==> src/rtl/countdown_timer_pkg.sv <==
// Shared types and digit limits for the MM:SS countdown timer.
package countdown_timer_pkg;

    localparam int unsigned DIGIT_W   = 4;
    localparam int unsigned UNITS_MAX = 9;
    localparam int unsigned TENS_MAX  = 5;

    typedef enum logic [1:0] {
        ST_IDLE   = 2'd0,
        ST_RUN    = 2'd1,
        ST_PAUSED = 2'd2,
        ST_DONE   = 2'd3
    } state_e;

endpackage : countdown_timer_pkg

==> src/rtl/countdown_timer_bcd_down_digit.sv <==
// One BCD down-counting digit: clamped preset load, decrement on enable,
// reloads MAX and raises borrow when decremented from zero.
module bcd_down_digit
    import countdown_timer_pkg::*;
#(
    parameter int unsigned MAX = UNITS_MAX
) (
    input  logic               clk,
    input  logic               rst_n,
    input  logic               load_i,
    input  logic [DIGIT_W-1:0] load_val_i,
    input  logic               en_i,
    output logic [DIGIT_W-1:0] digit_o,
    output logic               borrow_c
);

    localparam logic [DIGIT_W-1:0] MAX_V = DIGIT_W'(MAX);

    logic [DIGIT_W-1:0] digit_q;
    logic [DIGIT_W-1:0] digit_d;

    // Next digit value: load (clamped to MAX) wins over decrement.
    always_comb begin
        digit_d = digit_q;
        if (load_i) begin
            digit_d = (load_val_i > MAX_V) ? MAX_V : load_val_i;
        end else if (en_i) begin
            digit_d = (digit_q == '0) ? MAX_V : digit_q - DIGIT_W'(1);
        end
    end

    // Digit register.
    always_ff @(posedge clk or negedge rst_n) begin
        if (!rst_n) begin
            digit_q <= '0;
        end else begin
            digit_q <= digit_d;
        end
    end

    assign digit_o  = digit_q;
    assign borrow_c = en_i && (digit_q == '0);

endmodule : bcd_down_digit

==> src/rtl/countdown_timer.sv <==
// MM:SS countdown timer with start/pause/load control and BCD digit outputs.
module countdown_timer
    import countdown_timer_pkg::*;
#(
    parameter int unsigned CLOCK_PERIOD = 50_000_000
) (
    input  logic               clk,
    input  logic               rst,
    input  logic               start,
    input  logic               pause,
    input  logic               load,
    input  logic [DIGIT_W-1:0] load_sec1,
    input  logic [DIGIT_W-1:0] load_sec2,
    input  logic [DIGIT_W-1:0] load_min1,
    input  logic [DIGIT_W-1:0] load_min2,
    output logic [DIGIT_W-1:0] sec1,
    output logic [DIGIT_W-1:0] sec2,
    output logic [DIGIT_W-1:0] min1,
    output logic [DIGIT_W-1:0] min2,
    output logic               running,
    output logic               expired,
    output logic               done_pulse
);

    localparam int unsigned         PRESC_W    = (CLOCK_PERIOD > 1) ? $clog2(CLOCK_PERIOD) : 1;
    localparam logic [PRESC_W-1:0]  PRESC_LAST = PRESC_W'(CLOCK_PERIOD - 1);

    state_e             state_q, state_d;
    logic [PRESC_W-1:0] presc_q, presc_d;
    logic               running_q, running_d;
    logic               expired_q, expired_d;
    logic               done_pulse_q, done_pulse_d;

    logic               load_acc_c;
    logic               tick_c;
    logic               sec1_borrow_c, sec2_borrow_c, min1_borrow_c, min2_borrow_c;
    logic               time_nz_c;
    logic               last_sec_c;

    // One-second tick: last prescaler count in RUN, suppressed by a freezing pause.
    assign tick_c     = (state_q == ST_RUN) && !pause && (presc_q == PRESC_LAST);
    assign time_nz_c  = |{min2, min1, sec2, sec1};
    assign last_sec_c = (min2 == '0) && (min1 == '0) && (sec2 == '0)
                        && (sec1 == DIGIT_W'(1));

    // Next-state, prescaler and registered-output logic.
    always_comb begin
        state_d    = state_q;
        presc_d    = presc_q;
        load_acc_c = 1'b0;

        case (state_q)
            ST_IDLE: begin
                if (load) begin
                    load_acc_c = 1'b1;
                    presc_d    = '0;
                end else if (start && time_nz_c) begin
                    state_d = ST_RUN;
                    presc_d = '0;
                end
            end
            ST_RUN: begin
                if (pause) begin
                    state_d = ST_PAUSED;
                end else if (tick_c) begin
                    presc_d = '0;
                    // min2 borrow means an underflow below 00:00; stop rather than wrap.
                    if (last_sec_c || min2_borrow_c) begin
                        state_d = ST_DONE;
                    end
                end else begin
                    presc_d = presc_q + PRESC_W'(1);
                end
            end
            ST_PAUSED: begin
                if (load) begin
                    load_acc_c = 1'b1;
                    presc_d    = '0;
                    state_d    = ST_IDLE;
                end else if (start) begin
                    state_d = ST_RUN;
                end
            end
            ST_DONE: begin
                if (load) begin
                    load_acc_c = 1'b1;
                    presc_d    = '0;
                    state_d    = ST_IDLE;
                end
            end
            default: begin
                state_d = ST_IDLE;
                presc_d = '0;
            end
        endcase

        running_d    = (state_d == ST_RUN);
        expired_d    = (state_d == ST_DONE);
        done_pulse_d = (state_d == ST_DONE) && (state_q != ST_DONE);
    end

    // State, prescaler and status registers.
    always_ff @(posedge clk or negedge rst) begin
        if (!rst) begin
            state_q      <= ST_IDLE;
            presc_q      <= '0;
            running_q    <= 1'b0;
            expired_q    <= 1'b0;
            done_pulse_q <= 1'b0;
        end else begin
            state_q      <= state_d;
            presc_q      <= presc_d;
            running_q    <= running_d;
            expired_q    <= expired_d;
            done_pulse_q <= done_pulse_d;
        end
    end

    assign running    = running_q;
    assign expired    = expired_q;
    assign done_pulse = done_pulse_q;

    // Borrow chain: sec units -> sec tens -> min units -> min tens.
    bcd_down_digit #(.MAX(UNITS_MAX)) u_sec1 (
        .clk        (clk),
        .rst_n      (rst),
        .load_i     (load_acc_c),
        .load_val_i (load_sec1),
        .en_i       (tick_c),
        .digit_o    (sec1),
        .borrow_c   (sec1_borrow_c)
    );

    bcd_down_digit #(.MAX(TENS_MAX)) u_sec2 (
        .clk        (clk),
        .rst_n      (rst),
        .load_i     (load_acc_c),
        .load_val_i (load_sec2),
        .en_i       (sec1_borrow_c),
        .digit_o    (sec2),
        .borrow_c   (sec2_borrow_c)
    );

    bcd_down_digit #(.MAX(UNITS_MAX)) u_min1 (
        .clk        (clk),
        .rst_n      (rst),
        .load_i     (load_acc_c),
        .load_val_i (load_min1),
        .en_i       (sec2_borrow_c),
        .digit_o    (min1),
        .borrow_c   (min1_borrow_c)
    );

    bcd_down_digit #(.MAX(TENS_MAX)) u_min2 (
        .clk        (clk),
        .rst_n      (rst),
        .load_i     (load_acc_c),
        .load_val_i (load_min2),
        .en_i       (min1_borrow_c),
        .digit_o    (min2),
        .borrow_c   (min2_borrow_c)
    );

endmodule : countdown_timer

==> config.mk <==
export PLATFORM = sky130hd
export DESIGN_NAME = countdown_timer
export DESIGN_NICKNAME = d
export VERILOG_FILES = /design/src/rtl/countdown_timer_pkg.sv /design/src/rtl/countdown_timer_bcd_down_digit.sv /design/src/rtl/countdown_timer.sv
export SDC_FILE = /design/constraint.sdc
export NUM_CORES = 1
export LEC_CHECK = 0
export BUFFER_PORTS_ARGS = -buffer_cell sky130_fd_sc_hd__buf_2
export CAP_MARGIN = 10
export CORE_ASPECT_RATIO = 1.1
export CORE_UTILIZATION = 27
export DETAILED_ROUTE_END_ITERATION = 10
export GPL_TIMING_DRIVEN = 0
export PLACE_DENSITY = 0.45
export SYNTH_ARGS = -nofsm -noshare
export SYNTH_HDL_FRONTEND = slang
export SYNTH_SLANG_ARGS = --single-unit
==> constraint.sdc <==
create_clock -name clk -period 6.1 [get_ports clk]
set_clock_uncertainty 0.15 [all_clocks]
set_input_delay 0.305 -clock clk [delete_from_list [all_inputs] [get_ports clk]]
set_output_delay 0.305 -clock clk [all_outputs]
set_load 0.005 [all_outputs]
==> key figures <==
Status
  – Status: complete, no violations

Routing
  – Final WL: 8430 um
  – DRT iter0 DRCs: 142
  – DR DRC count: 0
  – Antenna Violating Nets Remaining: 0
  – Via count: 2718
  – Vias/cell: 5.29
  – Routed wire length per instance: 16.4 um
  – First-pass detailed-route iteration total: 4

Timing
  – RSZ-0062 raised after global routing: no
  – Setup violators final: 0
  – Final hold vios: 0
  – Min cycle time layout: 2.98 ns
  – Slew headroom: 36.9%
  – Max-slew violation count: 0
  – Fin Setup TNS: 0 ns
  – WHS: 0.114 ns
  – Worst-margin pin slew: 0.922 ns
  – Period utilization: 48.9%
  – Peak Freq: 335 MHz

Placement
  – Placed insts: 504
  – DP HPWL: 6070 um
  – I/O Buffers: 39
  – Final GP Congestion: 0.777
  – DP Area: 0.00329 mm^2

Global route
  – Largest net degree at the start of global routing: 48
  – Busiest layer in global routing: met2
  – Remaining Overflow, GRT: 0
  – GRT Total Usage: 15.9%
  – Met1 Resource Use GR: 22.0%
  – Global Route met2 Usage: 25.0%
  – GR Layer Usage met3: 2.59%
  – Vias in the first global route: 2645
  – Initial antenna violation count: 0
  – First-pass GRT wire length: 13800 um

Floorplan
  – Die height: 111 um
  – Initial Utilization: 27.9%
  – Die W: 101 um
  – Core Region: 0.0104 mm^2
  – FP Rows: 39
  – Die ar.: 0.0112 mm^2
  – Ports: 40

Yosys
  – Cell variety after synth: 53
  – Post-synth top cells: dfrtp_1 (47), a21oi_1 (27), nor2_1 (26)
  – Most frequent cell after synthesis: dfrtp_1
  – Post-synth top area share: 40.3%
  – Post-synth EDFFs: 0
  – Post-synth net total: 344
  – Yosys reg bits: 47
  – Sequential area share after synthesis: 40.3%
  – Syn_area_per_cell: 9.05 um^2
  – Area leader, netlist: dfrtp_1
  – Syn Std Cell Area: 0.00292 mm^2
  – Mapped Cells: 322
  – Yosys warning count: 0
  – Ranking of synthesized cells by area: dfrtp_1 (40%), nor4_4 (5.1%), a21oi_1 (4.6%), or4_1 (4.4%), o31ai_1 (4.1%)
  – Ys async rst share: 100%
  – Top_reg_cell synth: dfrtp_1

Final layout
  – Area growth syn-to-layout: 20.5%
  – Finished Layout Cells: 514
  – N_diodes: 0
  – Nets@finish: 392
  – Final instance area: 0.00351 mm^2
  – Share of layout cells above drive strength 1: 21.0%

Worst setup path
  – Critical-path maximum fanout: 10
  – R2R setup slack: 3.12 ns
  – Max stage delay on crit path: 0.55 ns
  – WP data required: 6.15 ns
  – Startpoint types: register
  – CP Class: register to register
  – Worst path slowest cell: o21ai_1
  – Worst R2R Start: u_sec2.digit_o[2]
  – Cell mode on critical path: buf_2
  – Worst R2R Path Depth: 7
  – Worst r2r dst: presc_q[23]
  – Type of destination of the critical path: register
  – Data arrival, critical path: 3.03 ns
  – CP Cell Sequence: nor4_4 -> nand4b_1 -> o21ai_1 -> buf_2 -> buf_2 -> nor3_1 -> nor4_1

Job
  – Maximum Capacitance Violations: 0

Clock network
  – Clk slew on worst S/H paths: 0.08 ns
  – Deepest level of the CTS H-tree: 2
  – Clk buf depth: 2
  – Postcts setup bufs: 0
  – CTS Sinks: 47
  – TritonCTS buffer count: 5
  – CTS tree: yes
  – Clock latency on the worst-skew pair: 0.30 ns
  – Clk root buf: clkbuf_16

Hold path
  – Worst Hold End: u_min1.digit_o[0]
  – Hold Crit Depth: 3
  – Class of the tightest hold or removal check: input port to register
  – Hold Path Origin: load_min1[0]

Power
  – Leakage: 1.31 nW
  – Max VDD drop: 153 uV
  – Final total power: 1.08 mW
  – Pwr/cell area: 308 mW/mm^2
[cell families (layout without fill, tap and decap cells)]
logic type	after synthesis	after routing	synth area share, %
AO/OA/AOI/OAI	96	96	21.3
XOR/XNOR	7	7	2.10
adder cells (fa/ha/maj)	1	1	0.429
buffers and inverters	29	78	4.33
flip-flops	47	47	40.3
multiplexers	2	2	0.730
AND/OR/NAND/NOR	140	140	30.7
[routing by layer]
| layer | wire length [um] | vias up |
|---|---|---|
| li1 | - | 1333 |
| met1 | 4070 | 1318 |
| met2 | 3940 | 55 |
| met3 | 282 | 12 |
| met4 | 138 | 0 |
| met5 | 0 | - |
[placed cells by master, fill, tap and decap left out, types with 7 or more instances in the layout]
cell / Yosys / final
dfrtp_1: 47 / 47
nand2_1: 19 / 19
nor3_1: 12 / 12
nor2_1: 26 / 26
nand4_1: 9 / 9
a21oi_1: 27 / 27
clkbuf_1: 7 / 7
buf_2: 5 / 44
o21ai_0: 16 / 16
o31ai_1: 16 / 16
nor4_4: 7 / 7
nor4_1: 10 / 10
or4_1: 17 / 17
inv_1: 14 / 14
a31oi_1: 9 / 9
nand3_1: 15 / 15
[worst max path at each step]
| stage | from | endpoint | slack (ns) |
|---|---|---|---|
| after global routing | u_sec2.digit_o[2] | presc_q[23] | 2.86 |
| final | u_sec2.digit_o[2] | presc_q[23] | 3.12 |
| after CTS | u_sec2.digit_o[2] | presc_q[23] | 3.14 |
| after global placement | u_sec2.digit_o[2] | presc_q[23] | 3.18 |
| after floorplan | presc_q[7] | presc_q[5] | 3.71 |
| after detailed placement | u_sec2.digit_o[2] | presc_q[23] | 3.14 |
[timing repair]
action                    CTS  global route
gates resized for setup     0             0
hold endpoints to repair    0            17
hold buffers                0             1
[worst max-delay path: cells and delay by family (launching register included)]
| family | cells | cell delay, ns |
|---|---|---|
| AND/OR/NAND/NOR | 4 | 1.16 |
| buffers and inverters | 2 | 0.58 |
| AO/OA/AOI/OAI | 1 | 0.55 |
| flip-flops | 1 | 0.43 |
[power breakdown]
group          switching [mW]  total [mW]  internal (mW)  leakage, nW
clock                   0.129       0.364          0.235       0.0900
sequential             0.0669       0.421          0.354        0.610
combinational           0.188       0.296          0.108        0.612
total                   0.385        1.08          0.697         1.31
[final cells by class]
class / count / area (um^2)
fill: 1102 / 6930
multi-input combinational: 246 / 1610
sequential: 47 / 1180
timing repair buffer: 41 / 225
tap: 143 / 179
clock buffer: 5 / 125
buffer: 15 / 73.8
clock inverter: 3 / 67.6
inverter: 14 / 52.6
[registers in the layout (all words and copies together) (netlist names)]
| signal | count |
|---|---|
| presc_q | 26 |
| u_min1.digit_o | 4 |
| u_min2.digit_o | 4 |
| u_sec1.digit_o | 4 |
| u_sec2.digit_o | 4 |
| state_q | 2 |
| done_pulse | 1 |
| expired | 1 |
| running | 1 |
[per-stage QoR]
stage	util (%)	setup slack [ns]
after floorplan	-	3.71
after detailed placement	31.5	3.14
after global placement	31.5	3.18
final	33.6	3.12
after global routing	33.6	2.86
after CTS	33.3	3.14
(Power assumes the default switching activity.)
